File: config.mk
export PLATFORM = sky130hd
export DESIGN_NAME = addr_data_queue_flat
export DESIGN_NICKNAME = d
export VERILOG_FILES = /design/src/rtl/addr_data_queue_if.sv /design/src/rtl/addr_data_queue.sv /design/src/flat_wrapper.sv
export SDC_FILE = /design/constraint.sdc
export NUM_CORES = 1
export LEC_CHECK = 0
export CELL_PAD_IN_SITES_DETAIL_PLACEMENT = 1
export CELL_PAD_IN_SITES_GLOBAL_PLACEMENT = 1
export CORE_ASPECT_RATIO = 0.75
export CORE_MARGIN = 1.5
export CORE_UTILIZATION = 50
export DETAILED_ROUTE_END_ITERATION = 6
export PLACE_DENSITY = 0.79
export SYNTH_ARGS = -nofsm -noshare
export SYNTH_HDL_FRONTEND = slang
export SYNTH_SLANG_ARGS = --single-unit
File: constraint.sdc
create_clock -name clk -period 5.5 [get_ports clk]
set_input_delay 0.825 -clock clk [delete_from_list [all_inputs] [get_ports clk]]
set_output_delay 0.825 -clock clk [all_outputs]
set_load 0.1 [all_outputs]
File: src/rtl/addr_data_queue_if.sv
`timescale 1ns/1ps
`default_nettype none
// +----------------------------------------------------------------------------+
// | Module      : addr_data_queue_if                                           |
// | Description : Handshake/status bundle for addr_data_queue.                 |
// |               master = producer/consumer side, slave = the queue itself.   |
// |   in_valid/in_ready/in_addr/in_data : push side                            |
// |   out_valid/out_ready/out_addr/out_data : pop side (front of queue)        |
// |   flush : synchronous clear; count/empty/full : occupancy status          |
// | Revision    : 1.0  initial release                                         |
// +----------------------------------------------------------------------------+
interface addr_data_queue_if #(
  parameter int AW    = 32,
  parameter int DW    = 32,
  parameter int DEPTH = 16
);
  localparam int CW = $clog2(DEPTH) + 1;

  logic          in_valid;
  logic          in_ready;
  logic [AW-1:0] in_addr;
  logic [DW-1:0] in_data;
  logic          out_valid;
  logic          out_ready;
  logic [AW-1:0] out_addr;
  logic [DW-1:0] out_data;
  logic          flush;
  logic [CW-1:0] count;
  logic          empty;
  logic          full;

  modport master (
    output in_valid, in_addr, in_data, out_ready, flush,
    input  in_ready, out_valid, out_addr, out_data, count, empty, full
  );

  modport slave (
    input  in_valid, in_addr, in_data, out_ready, flush,
    output in_ready, out_valid, out_addr, out_data, count, empty, full
  );
endinterface
`default_nettype wire

File: src/rtl/addr_data_queue.sv
`timescale 1ns/1ps
`default_nettype none
// +----------------------------------------------------------------------------+
// | Module      : addr_data_queue                                              |
// | Description : Register-based address/data queue, FIFO or LIFO order,       |
// |               first-word-fall-through front, valid/ready on both sides.    |
// |   clk  : clock, all state on rising edge                                   |
// |   rst  : asynchronous active-high reset (count and pointers only)          |
// |   bus  : addr_data_queue_if.slave (push, pop, flush, count/empty/full)     |
// | Revision    : 1.0  initial release                                         |
// +----------------------------------------------------------------------------+
module addr_data_queue #(
  parameter int AW    = 32,
  parameter int DW    = 32,
  parameter int DEPTH = 16,
  parameter int LIFO  = 0
) (
  input wire logic          clk,
  input wire logic          rst,
  addr_data_queue_if.slave  bus
);
  localparam int CW = $clog2(DEPTH) + 1;
  localparam int PW = $clog2(DEPTH);
  localparam logic [CW-1:0] c_depth = CW'(DEPTH);

  logic [AW+DW-1:0] r_mem [DEPTH];
  logic [CW-1:0]    r_count;

  logic          w_full;
  logic          w_empty;
  logic          w_push;
  logic          w_pop;
  logic [PW-1:0] w_wr_idx;
  logic [PW-1:0] w_rd_idx;

  // Status is decoded from the count register only, so in_ready never
  // depends on out_ready and there is no input-to-output path.
  assign w_full  = (r_count == c_depth);
  assign w_empty = (r_count == '0);
  assign w_push  = bus.in_valid & ~w_full;
  assign w_pop   = bus.out_ready & ~w_empty;

  assign bus.in_ready  = ~w_full;
  assign bus.out_valid = ~w_empty;
  assign bus.empty     = w_empty;
  assign bus.full      = w_full;
  assign bus.count     = r_count;

  always_ff @(posedge clk or posedge rst) begin
    if (rst) begin
      r_count <= '0;
    end else if (bus.flush) begin
      r_count <= '0;
    end else if (w_push && !w_pop) begin
      r_count <= r_count + CW'(1);
    end else if (w_pop && !w_push) begin
      r_count <= r_count - CW'(1);
    end
  end

  generate
    if (LIFO != 0) begin : g_lifo
      logic [PW-1:0] w_top;
      // At count == DEPTH the low bits wrap to 0, so top lands on DEPTH-1.
      assign w_top    = r_count[PW-1:0] - PW'(1);
      assign w_rd_idx = w_top;
      // Simultaneous push/pop replaces the entry being handed out.
      assign w_wr_idx = w_pop ? w_top : r_count[PW-1:0];
    end else begin : g_fifo
      logic [PW-1:0] r_wp;
      logic [PW-1:0] r_rp;
      always_ff @(posedge clk or posedge rst) begin
        if (rst) begin
          r_wp <= '0;
          r_rp <= '0;
        end else if (bus.flush) begin
          r_wp <= '0;
          r_rp <= '0;
        end else begin
          if (w_push) r_wp <= r_wp + PW'(1);
          if (w_pop)  r_rp <= r_rp + PW'(1);
        end
      end
      assign w_wr_idx = r_wp;
      assign w_rd_idx = r_rp;
    end
  endgenerate

  // Storage is deliberately not reset; only occupancy defines validity.
  always_ff @(posedge clk) begin
    if (w_push && !bus.flush) begin
      r_mem[w_wr_idx] <= {bus.in_addr, bus.in_data};
    end
  end

  assign {bus.out_addr, bus.out_data} = r_mem[w_rd_idx];
endmodule
`default_nettype wire

File: src/flat_wrapper.sv
// flat-port wrapper written by rule: the top's interface ports become plain ports
module addr_data_queue_flat 
#(
  parameter int AW    = 32,
  parameter int DW    = 32,
  parameter int DEPTH = 16,
  parameter int LIFO  = 0
)
  (clk, rst, bus_in_valid, bus_in_addr, bus_in_data, bus_out_ready, bus_flush, bus_in_ready, bus_out_valid, bus_out_addr, bus_out_data, bus_count, bus_empty, bus_full);
  addr_data_queue_if #(.AW(AW), .DW(DW), .DEPTH(DEPTH)) bus_i ();
  input wire logic clk;
  input wire logic rst;
  input wire logic [$bits(bus_i.in_valid)-1:0] bus_in_valid;
  input wire logic [$bits(bus_i.in_addr)-1:0] bus_in_addr;
  input wire logic [$bits(bus_i.in_data)-1:0] bus_in_data;
  input wire logic [$bits(bus_i.out_ready)-1:0] bus_out_ready;
  input wire logic [$bits(bus_i.flush)-1:0] bus_flush;
  output wire logic [$bits(bus_i.in_ready)-1:0] bus_in_ready;
  output wire logic [$bits(bus_i.out_valid)-1:0] bus_out_valid;
  output wire logic [$bits(bus_i.out_addr)-1:0] bus_out_addr;
  output wire logic [$bits(bus_i.out_data)-1:0] bus_out_data;
  output wire logic [$bits(bus_i.count)-1:0] bus_count;
  output wire logic [$bits(bus_i.empty)-1:0] bus_empty;
  output wire logic [$bits(bus_i.full)-1:0] bus_full;
  assign bus_i.in_valid = bus_in_valid;
  assign bus_i.in_addr = bus_in_addr;
  assign bus_i.in_data = bus_in_data;
  assign bus_i.out_ready = bus_out_ready;
  assign bus_i.flush = bus_flush;
  assign bus_in_ready = bus_i.in_ready;
  assign bus_out_valid = bus_i.out_valid;
  assign bus_out_addr = bus_i.out_addr;
  assign bus_out_data = bus_i.out_data;
  assign bus_count = bus_i.count;
  assign bus_empty = bus_i.empty;
  assign bus_full = bus_i.full;
  addr_data_queue #(.AW(AW), .DW(DW), .DEPTH(DEPTH), .LIFO(LIFO)) u_core (.clk(clk), .rst(rst), .bus(bus_i));
endmodule
==> results.sh <==
export IMPL_status="completed"
export IMPL_start_util_pct=50.3
export IMPL_endpoint_kind="output port"
export IMPL_grt_antenna_before_repair=8
export IMPL_dp_cells=2688
export IMPL_rr_startpoint="u_core.bus.count[0]$_DFFE_PP0P_"
export IMPL_syn_area_sq_mm=0.0395
export IMPL_cts_sinks=1037
export IMPL_coreArea_sq_mm=0.0785
export IMPL_finalCriticalPeriod_ns=4.92
export IMPL_worstSkewPairLatency_ns=0.64
export IMPL_fin_crit_sh_pct=89.4
export IMPL_p_leak_uw=0.0138
export IMPL_yosys_area_share_simple_pct=0.715
export IMPL_stdcell_count=2865
export IMPL_nets=1817
export IMPL_ir_worst_vdd_v=0.000421
export IMPL_via_count=17700
export IMPL_final_area_sq_mm=0.0456
export IMPL_gp_congestion=0.732
export IMPL_rsz0062_at_grt="no"
export IMPL_r2r_slack_ns=2.13
export IMPL_p_total_uw=21500
export IMPL_synth_compound_area_share_pct=0.427
export IMPL_cts_hold_buf=0
export IMPL_worst_slew_pin_slew_ns=1.16
export IMPL_wl_per_cell_um=31.7
export IMPL_cts_buffers=94
export IMPL_synth_top_family_by_area="multiplexers"
export IMPL_async_reset_ff_share_pct=1.25
export IMPL_grt_util_met3_pct=4.72
export IMPL_worstSetupStartpointType="flop"
export IMPL_grtUsageTotal_pct=23.0
export IMPL_synth_warning_count=0
export IMPL_cts_tree="yes"
export IMPL_layout_commonest_cell="edfxtp_1"
export IMPL_grt_pass1_vias=19100
export IMPL_numPortBuffers=141
export IMPL_synthMuxAreaShare_pct=18.4
export IMPL_cts_max_level=3
export IMPL_post_cts_resized=0
export IMPL_synth_top_cell_area_share_pct=77.8
export IMPL_global_route_peak_usage_layer="met2"
export IMPL_grtUsageMet2_pct=38.0
export IMPL_dieArea_sq_mm=0.0808
export IMPL_die_y_um=247
export IMPL_critPathArrivalTime_ns=4.09
export IMPL_hold_path_class="input pin to asynchronous set/reset pin"
export IMPL_routed_wl_mm=90.8
export IMPL_die_w_um=328
export IMPL_crit_required_ns=4.68
export IMPL_overflow=0
export IMPL_cts_root_buf="clkbuf_16"
export IMPL_startpoint="u_core.g_fifo.r_rp[0]$_DFFE_PP0P_"
export IMPL_synth_cells=1542
export IMPL_mostFrequentLayoutCells="edfxtp_1 (1024), mux4_2 (319), clkdlybuf4s50_1 (137)"
export IMPL_postCtsSetupBuffers=0
export IMPL_grt_pass1_wl_mm=132
export IMPL_std_cell_rows=89
export IMPL_routed_via_density=6.17
export IMPL_max_cap_violations=0
export IMPL_yosysUniqueCellTypes=43
export IMPL_relSlewSlack_pct=22.6
export IMPL_synth_edff_count=1024
export IMPL_hold_viol=0
export IMPL_synth_fp_nets=1621
export IMPL_clk_path_buf_depth=3
export IMPL_avgSynthCellArea_sq_um=25.6
export IMPL_grt_max_degree=65
export IMPL_reg2reg_to="u_core.r_mem[7][24]$_DFFE_PP_"
export IMPL_ys_flop_type="edfxtp_1"
export IMPL_p_per_area_mw_per_mm2=472
export IMPL_grtUsageMet1_pct=31.7
export IMPL_hpwl_mm=46.9
export IMPL_setup_viol=0
export IMPL_ff2ff_path_depth=5
export IMPL_fmaxAchievable_mhz=203
export IMPL_synth_xor_area_share_pct=0.133
export IMPL_fin_skew_ns=0.0205
export IMPL_synth_area_leader_cell="edfxtp_1"
export IMPL_pin_count=142
export IMPL_firstDrtPassIters=5
export IMPL_yosysSeqAreaShare_pct=78.6
export IMPL_path_clk_slew_ns=0.07
export IMPL_synth_area_leaders="edfxtp_1 (78%), mux4_2 (18%), dfrtp_1 (0.82%)"
export IMPL_area_delta_synth_final_pct=15.3
export IMPL_placed_cell_area_sq_mm=0.0424
export IMPL_yosys_area_share_adder_pct=0.336
export IMPL_worstPathMaxFanout=21
export IMPL_ys_seq_elements=1037
export IMPL_finalMaxSlewViolations=0
export IMPL_ant_nets=0
export IMPL_drc=0
export IMPL_drive_gt1_share_pct=28.8
export IMPL_drt_iter0_markers=1918
export IMPL_fin_setup_tns_ns=0
export IMPL_path_class="flop to output port"
cell usage after synthesis (all sizes together) (2+ instances only):
cell type and count:
clkbuf 33, nor2b 3, nor2 11, nand2 8, mux2 3, xor2 3, edfxtp 1024, and3 2
a21oi 7, xnor2 3, and2 12, nor4 2, mux4 320, a21o 2, o21ai 4, inv 11
a21boi 3, nand2b 3, ha 9, nand3 5, o211ai 3, buf 45, dfrtp 13
cell type report:
cell class / instances / area (sq um)
Fill cell: 6363 / 32900
Sequential cell: 1037 / 31100
Multi-Input combinational cell: 416 / 7950
Clock buffer: 118 / 2520
Timing Repair Buffer: 178 / 1990
Tap cell: 1046 / 1310
Clock inverter: 58 / 682
Inverter: 11 / 41.3
Antenna cell: 1 / 2.50
through the flow:
step	hold WS (ns)	setup WS, ns	utilization (%)
finish	0.533	0.581	58.1
detailed placement	0.592	1.30	54.0
CTS	0.505	0.500	58.1
floorplan	0.546	0.0710	-
global route	0.552	0.426	58.1
global placement	0.574	1.33	54.0
state kept, by name, summed over array words and instances, names as in the netlist:
name / cells
u_core.r_mem: 1024
u_core.bus.count: 5
u_core.g_fifo.r_rp: 4
u_core.g_fifo.r_wp: 4
where the power goes:
group          internal (uW)  total (uW)  switching, uW  leakage, uW
clock                   3960        6820           2860      0.00156
combinational           2190        5710           3510      0.00284
sequential              8830        9000            169      0.00939
routing by layer:
metal  part of all wire [%]  up-vias  wire length (um)
li1                       -     7132                 -
met4                    1.8       14              1650
met2                     51      716             46400
met1                     40     9675             36700
met5                   0.11        -                98
met3                    6.6      137              5970
cell families (layout without fill, tap and decap cells):
kind of cell | after synthesis | in the layout
and+or+nand+nor | 51 | 51
xor gates and xnor gates | 6 | 6
muxes | 324 | 324
DFF | 1037 | 1037
buffers and inverters | 89 | 365
AOI/OAI and AO/OA | 25 | 25
adders and majority gates | 10 | 10
other | 0 | 1
critical path: stages (launching register included):
cell,delay [ns]
dfrtp_4,0.74
buf_4,0.48
mux4_2,0.59
mux4_2,0.51
clkdlybuf4s50_1,1.09
worst max-delay path by stage:
stage / end
after floorplan: u_core.r_mem[4][0]$_DFFE_PP_
after global placement: bus_out_data[15]
after detailed placement: bus_out_data[14]
after CTS: bus_out_data[14]
after global routing: bus_out_data[14]
final: bus_out_data[14]
No activity file was read; power rests on OpenSTA's default activity.
